[src/rtl/muldiv_unit.sv]
// Iterative RV32M multiply/divide unit feeding the register file write port.
// One operand bit per cycle on sign-stripped magnitudes, followed by a single
// FIXUP cycle that restores signs, resolves the special cases and picks the
// result. Latency is the same for every op and every operand value.
//
//   state | meaning
//   ------+-----------------------------------------------------------
//   IDLE  | waiting for start; result/rd_out hold the last answer
//   CALC  | one shift-add / shift-subtract step per cycle, BUS_WIDTH steps
//   FIXUP | sign correction, divide special cases, result select
//   DONE  | done/wr_en pulse, result valid
module muldiv_unit #(
  parameter int BUS_WIDTH  = 32,
  parameter int REG_ADDR_W = 5
) (
  input  logic                  clk,
  input  logic                  rst_n,
  input  logic                  start,
  input  logic [2:0]            funct3,
  input  logic [BUS_WIDTH-1:0]  op_a,
  input  logic [BUS_WIDTH-1:0]  op_b,
  input  logic [REG_ADDR_W-1:0] rd_in,
  output logic                  busy,
  output logic                  done,
  output logic [BUS_WIDTH-1:0]  result,
  output logic [REG_ADDR_W-1:0] rd_out,
  output logic                  wr_en
);

  localparam int W  = BUS_WIDTH;
  localparam int CW = $clog2(W);

  localparam logic [1:0] S_IDLE  = 2'd0;
  localparam logic [1:0] S_CALC  = 2'd1;
  localparam logic [1:0] S_FIXUP = 2'd2;
  localparam logic [1:0] S_DONE  = 2'd3;

  localparam logic [CW-1:0]  COUNT_INIT = CW'(W - 1);
  localparam logic [W-1:0]   ONE_W      = W'(1);
  localparam logic [2*W-1:0] ONE_2W     = (2 * W)'(1);
  localparam logic [W-1:0]   MIN_NEG    = {1'b1, {(W-1){1'b0}}};

  logic [1:0]            state;
  logic [CW-1:0]         count;

  // latched operation context
  logic [2:0]            f3_q;
  logic [REG_ADDR_W-1:0] rd_q;
  logic                  sa_q, sb_q;
  logic [W-1:0]          mag_a_q, mag_b_q;

  // {acc_hi, acc_lo}: product while multiplying, {remainder, quotient} while dividing
  logic [W-1:0]          acc_hi, acc_lo;

  // ---------------------------------------------------------------------
  // Operand decode at acceptance
  // ---------------------------------------------------------------------
  logic         a_signed, b_signed;
  logic         sa_in, sb_in;
  logic [W-1:0] mag_a_in, mag_b_in;

  // Which operands are treated as two's complement for the incoming funct3
  always_comb begin
    a_signed = 1'b0;
    b_signed = 1'b0;
    case (funct3)
      3'b000, 3'b001, 3'b100, 3'b110: begin
        a_signed = 1'b1;
        b_signed = 1'b1;
      end
      3'b010: a_signed = 1'b1;
      default: begin
        a_signed = 1'b0;
        b_signed = 1'b0;
      end
    endcase
  end

  assign sa_in    = a_signed & op_a[W-1];
  assign sb_in    = b_signed & op_b[W-1];
  assign mag_a_in = sa_in ? (~op_a + ONE_W) : op_a;
  assign mag_b_in = sb_in ? (~op_b + ONE_W) : op_b;

  // ---------------------------------------------------------------------
  // Per-cycle datapath steps
  // ---------------------------------------------------------------------
  logic [W:0] mul_sum;
  logic [W:0] div_shift;
  logic [W:0] div_diff;

  // Multiply adds the multiplicand when the current multiplier bit is set;
  // divide trial-subtracts the divisor from the shifted partial remainder.
  always_comb begin
    mul_sum   = {1'b0, acc_hi} + (acc_lo[0] ? {1'b0, mag_a_q} : {(W+1){1'b0}});
    div_shift = {acc_hi, acc_lo[W-1]};
    div_diff  = div_shift - {1'b0, mag_b_q};
  end

  // ---------------------------------------------------------------------
  // Sign fixup and result select
  // ---------------------------------------------------------------------
  logic [2*W-1:0] prod, prod_fix;
  logic [W-1:0]   quot_fix, rem_fix, dividend;
  logic           div_zero, div_ovf;
  logic [W-1:0]   res_fix;

  // Restore signs, apply div-by-zero / overflow rules, pick the half or quotient/remainder
  always_comb begin
    prod     = {acc_hi, acc_lo};
    prod_fix = (sa_q ^ sb_q) ? (~prod + ONE_2W) : prod;
    quot_fix = (sa_q ^ sb_q) ? (~acc_lo + ONE_W) : acc_lo;
    rem_fix  = sa_q ? (~acc_hi + ONE_W) : acc_hi;
    dividend = sa_q ? (~mag_a_q + ONE_W) : mag_a_q;
    div_zero = (mag_b_q == '0);
    // only the signed ops can set sa_q/sb_q, so this is MIN / -1
    div_ovf  = sa_q && sb_q && (mag_a_q == MIN_NEG) && (mag_b_q == ONE_W);
    res_fix  = '0;
    case (f3_q)
      3'b000:                 res_fix = prod_fix[W-1:0];
      3'b001, 3'b010, 3'b011: res_fix = prod_fix[2*W-1:W];
      3'b100, 3'b101: begin
        if (div_zero)     res_fix = '1;
        else if (div_ovf) res_fix = dividend;
        else              res_fix = quot_fix;
      end
      default: begin
        if (div_zero)     res_fix = dividend;
        else if (div_ovf) res_fix = '0;
        else              res_fix = rem_fix;
      end
    endcase
  end

  // ---------------------------------------------------------------------
  // Control FSM and registered outputs
  // ---------------------------------------------------------------------

  // Sequence IDLE -> CALC -> FIXUP -> DONE; result/rd_out load only on FIXUP
  always_ff @(posedge clk or negedge rst_n) begin
    if (!rst_n) begin
      state  <= S_IDLE;
      count  <= '0;
      busy   <= 1'b0;
      done   <= 1'b0;
      wr_en  <= 1'b0;
      result <= '0;
      rd_out <= '0;
    end else begin
      done  <= 1'b0;
      wr_en <= 1'b0;
      case (state)
        S_IDLE: begin
          if (start) begin
            state <= S_CALC;
            count <= COUNT_INIT;
            busy  <= 1'b1;
          end
        end
        S_CALC: begin
          if (count == '0) state <= S_FIXUP;
          else             count <= count - 1'b1;
        end
        S_FIXUP: begin
          state  <= S_DONE;
          done   <= 1'b1;
          wr_en  <= (rd_q != '0);
          result <= res_fix;
          rd_out <= rd_q;
        end
        default: begin
          state <= S_IDLE;
          busy  <= 1'b0;
        end
      endcase
    end
  end

  // Latch the operation on acceptance and run one iteration per CALC cycle
  always_ff @(posedge clk or negedge rst_n) begin
    if (!rst_n) begin
      f3_q    <= '0;
      rd_q    <= '0;
      sa_q    <= 1'b0;
      sb_q    <= 1'b0;
      mag_a_q <= '0;
      mag_b_q <= '0;
      acc_hi  <= '0;
      acc_lo  <= '0;
    end else if (state == S_IDLE && start) begin
      f3_q    <= funct3;
      rd_q    <= rd_in;
      sa_q    <= sa_in;
      sb_q    <= sb_in;
      mag_a_q <= mag_a_in;
      mag_b_q <= mag_b_in;
      acc_hi  <= '0;
      // dividend magnitude for divides, multiplier magnitude for multiplies
      acc_lo  <= funct3[2] ? mag_a_in : mag_b_in;
    end else if (state == S_CALC) begin
      if (f3_q[2]) begin
        if (!div_diff[W]) begin
          acc_hi <= div_diff[W-1:0];
          acc_lo <= {acc_lo[W-2:0], 1'b1};
        end else begin
          acc_hi <= div_shift[W-1:0];
          acc_lo <= {acc_lo[W-2:0], 1'b0};
        end
      end else begin
        acc_hi <= mul_sum[W:1];
        acc_lo <= {mul_sum[0], acc_lo[W-1:1]};
      end
    end
  end

endmodule

[config.mk]
export PLATFORM = sky130hd
export DESIGN_NAME = muldiv_unit
export DESIGN_NICKNAME = d
export VERILOG_FILES = /design/src/rtl/muldiv_unit.sv
export SDC_FILE = /design/constraint.sdc
export NUM_CORES = 1
export LEC_CHECK = 0
export ABC_AREA = 1
export CAP_MARGIN = 20
export CORE_ASPECT_RATIO = 1.25
export CORE_MARGIN = 5
export CORE_UTILIZATION = 40
export DETAILED_ROUTE_END_ITERATION = 10
export HOLD_SLACK_MARGIN = 0.1
export PLACE_DENSITY = 0.58
export SLEW_MARGIN = 20
export SYNTH_ARGS = -nofsm -noshare
export SYNTH_HDL_FRONTEND = slang
export SYNTH_SLANG_ARGS = --single-unit
[constraint.sdc]
create_clock -name clk -period 3.45 [get_ports clk]
set_clock_uncertainty 0.1 [all_clocks]
set_input_delay 0.69 -clock clk [delete_from_list [all_inputs] [get_ports clk]]
set_output_delay 0.69 -clock clk [all_outputs]
set_load 0.01 [all_outputs]
==> results.yml <==
run_status:
  status: "complete, no violations"
sta:
  rsz0062_at_grt: "false"
  setup_viol: 0
  holdWs_ns: 0.378
  min_period_over_period: 0.882
  min_period_ns: 3.04
  timing.fmax_mhz: 329
  relSlewSlack: 0.405
  tns_ns: 0
  hold_viol_final: 0
  worstMarginPinSlew_ns: 0.893
  drv_slew: 0
yosys:
  avgSynthCellArea_um2: 5.61
  synthArstFlopShare: 1.00
  ys_seq_area_frac: 0.225
  ys_warn_count: 0
  synth_top_family_by_area: "simple AND/OR/NAND/NOR gates"
  synth.distinct_cells: 52
  synth-adder-area-share: 0.0475
  ys.flop_type: "dfrtp_1"
  synth-compound-area-share: 0.123
  synth_area_um2: 20600
  syn_inst: 3672
  synth_xor_area_frac: 0.0446
  syn-num-nets: 3824
  synth.mux.area_fraction: 0
  ys_ff_latch: 185
  synth_edf_count: 0
  synth-simple-area-share: 0.446
global_routing:
  grt_max_degree: 63
  grt_pass1_vias: 22600
  antenna_found_initial: 1
  grt-ovfl-total: 0
  grt_usage: 0.331
  grt_pass1_wl_mm: 140
critical_path:
  crit_path_end_kind: "flip-flop"
  crit_start: "acc_lo[0]$_DFFE_PN0P_"
  r2r_start: "acc_lo[0]$_DFFE_PN0P_"
  worst_ep_arrival_time_ns: 3.33
  start_kind: "flip-flop"
  crit_type: "reg -> reg"
  path_max_fanout: 17
  reg2reg_slack_ns: 0.41
  crit_required_ns: 3.73
power_and_ir_drop:
  vdd_ir_drop_max_mv: 0.573
  total_power_mw: 26.1
  p_per_area_nw_per_um2: 1120
  leakagePower_nw: 12.1
layout:
  antennaDiodeCount: 0
  fillers: 5651
  fin_nets: 3915
  drive_gt1_frac: 0.0442
  syn_to_final_growth_pct: 12.9
clock_network:
  clk_latency_ns: 0.50
  cts_buffers: 17
  cts_tree: "yes"
  htreeDepth: 4
  clkTransAtPathRegs_ns: 0.07
  cts_root_buf: "clkbuf_16"
  ctsLongestPathBuffers: 2
  postCtsSetupRepairBufs: 0
  cts.sinks: 185
placed_design:
  place.gp.congestion: 1.09
  io_buffer_count: 114
  dp_hpwl_mm: 79.1
floorplan:
  initial_core_util: 0.402
  io_pins: 115
  dieArea_um2: 56200
  die_h_um: 264
  core_area_um2: 51300
  chipWidth_um: 213
  num_rows: 93
worst_hold_path:
  holdCritStartpoint: "result[6]$_DFFE_PN0P_"
  hold_class: "reg -> reg"
job:
  drv_cap: 0
routing:
  antenna_left: 0
  dr_total_vias: 24300
  firstDrtPassIters: 9
  wl_mm: 95.3
  drc: 0
  via_per_inst: 5.47
  drt_iter0_drc: 2765
  wl_per_cell_um: 21.5
cells in the final DEF (no fill, tap or decap), types with 4 or more instances in the layout:
cell                n
nor3_1             32
xnor2_1            22
o21ai_0           255
ha_1               74
inv_1             478
or2_2               9
o2bb2ai_1           4
o21ai_1            14
nand3_1           386
nand4_1            29
nand2_1          1280
a31oi_1             9
xor2_1             83
o21bai_1            8
buf_4              79
nand2_4             4
nand2_2             6
inv_2               6
clkdlybuf4s50_1   113
a21oi_1           137
dfrtp_1           184
inv_6               6
a31o_2              4
a21o_1              7
nor2_1            425
o211ai_1           22
clkbuf_16          17
nor2_2             16
nand3b_1           21
metal layers:
layer / up-vias / track usage / routed length, um
li1: 11800 / - / -
met1: 11100 / 0.416 / 37700
met2: 1053 / 0.531 / 43700
met3: 284 / 0.0520 / 6770
met4: 2 / 0.201 / 7180
met5: - / 0 / 9
report_power, final:
| part | internal (mW) | total [mW] | switching (mW) |
|---|---|---|---|
| sequential | 3.21 | 4.70 | 1.48 |
| clock | 0.950 | 1.97 | 1.02 |
| combinational | 6.07 | 19.5 | 13.4 |
| total | 10.2 | 26.1 | 15.9 |
Yosys cell counts (13+ instances only):
cell type / n / area (um^2)
o21ai_1: 14 / 70.1
xnor2_1: 22 / 193
buf_1: 14 / 52.6
o21ai_0: 255 / 1280
nor2_1: 428 / 1610
nand3b_1: 21 / 158
nor2_2: 13 / 81.3
buf_2: 19 / 95.1
nor3_1: 32 / 160
xor2_1: 83 / 727
dfrtp_1: 185 / 4630
ha_1: 75 / 938
inv_1: 479 / 1800
nand3_1: 386 / 1930
o211ai_1: 22 / 165
nand2_1: 1281 / 4810
a21oi_1: 138 / 691
nand4_1: 29 / 181
clkbuf_1: 82 / 308
final cells by class:
type	instances	area [um^2]	share of cell area
multi-input combinational	2877	13600	0.586
sequential	185	4630	0.199
inverter	486	1830	0.0784
timing repair buffer	196	1790	0.0768
tap	665	832	0.0357
clock buffer	18	429	0.0184
clock inverter	13	130	0.00559
state kept, by name, summed over array words and instances, names as in the netlist:
register,flops
acc_lo,32
rd_q,5
busy,1
acc_hi,32
done,1
rd_out,5
f3_q,3
mag_a_q,32
sa_q,1
wr_en,1
result,32
sb_q,1
count,5
mag_b_q,32
state,2
cells by family (layout without fill, tap and decap cells):
group	Yosys count	in the layout
buffers and inverters	610	713
AND/OR/NAND/NOR	2222	2222
AO/OA/AOI/OAI	473	473
flip-flops	185	185
XOR/XNOR	105	105
adder cells (fa/ha/maj)	77	77
critical path, cell delays in order, from the launching register on:
cell and delay, ns:
dfrtp_1 0.42, buf_4 0.22, nand2_1 0.10, inv_1 0.07, ha_1 0.35, nand2_1 0.10
o21ai_0 0.50, nand2_1 0.14, nand2_1 0.12, nand2_1 0.06, nand2_1 0.18, nand2_1 0.10
nand3_1 0.08, nand3_1 0.13, nand2_1 0.11, inv_1 0.05, nand2_1 0.06, nand2_1 0.04
per-stage QoR:
step	setup slack, ns	utilization	instances	instance area (um^2)
after detailed placement	0.207	0.442	4408	22700
after floorplan	0.520	-	3672	20600
after CTS	0.447	0.454	4440	23300
after global placement	0.216	0.442	4408	22700
final	0.408	0.454	4440	23300
after global routing	0.196	0.454	4440	23300
repair_timing:
| action | CTS | global route |
|---|---|---|
| resized for setup | 0 | 0 |
| hold buffers | 1 | 0 |
| endpoints found under the hold margin | 25 | 0 |
worst paths after layout:
kind,endpoint,cells after the start
max in group asynchronous,acc_lo[28]$_DFFE_PN0P_,3
hold reg to reg,result[6]$_DFFE_PN0P_,2
hold / removal,result[6]$_DFFE_PN0P_,2
setup reg to reg,acc_hi[20]$_DFFE_PN0P_,17
setup / recovery,acc_hi[20]$_DFFE_PN0P_,17
min in group asynchronous,mag_b_q[19]$_DFFE_PN0P_,2
(Power assumes the default switching activity.)
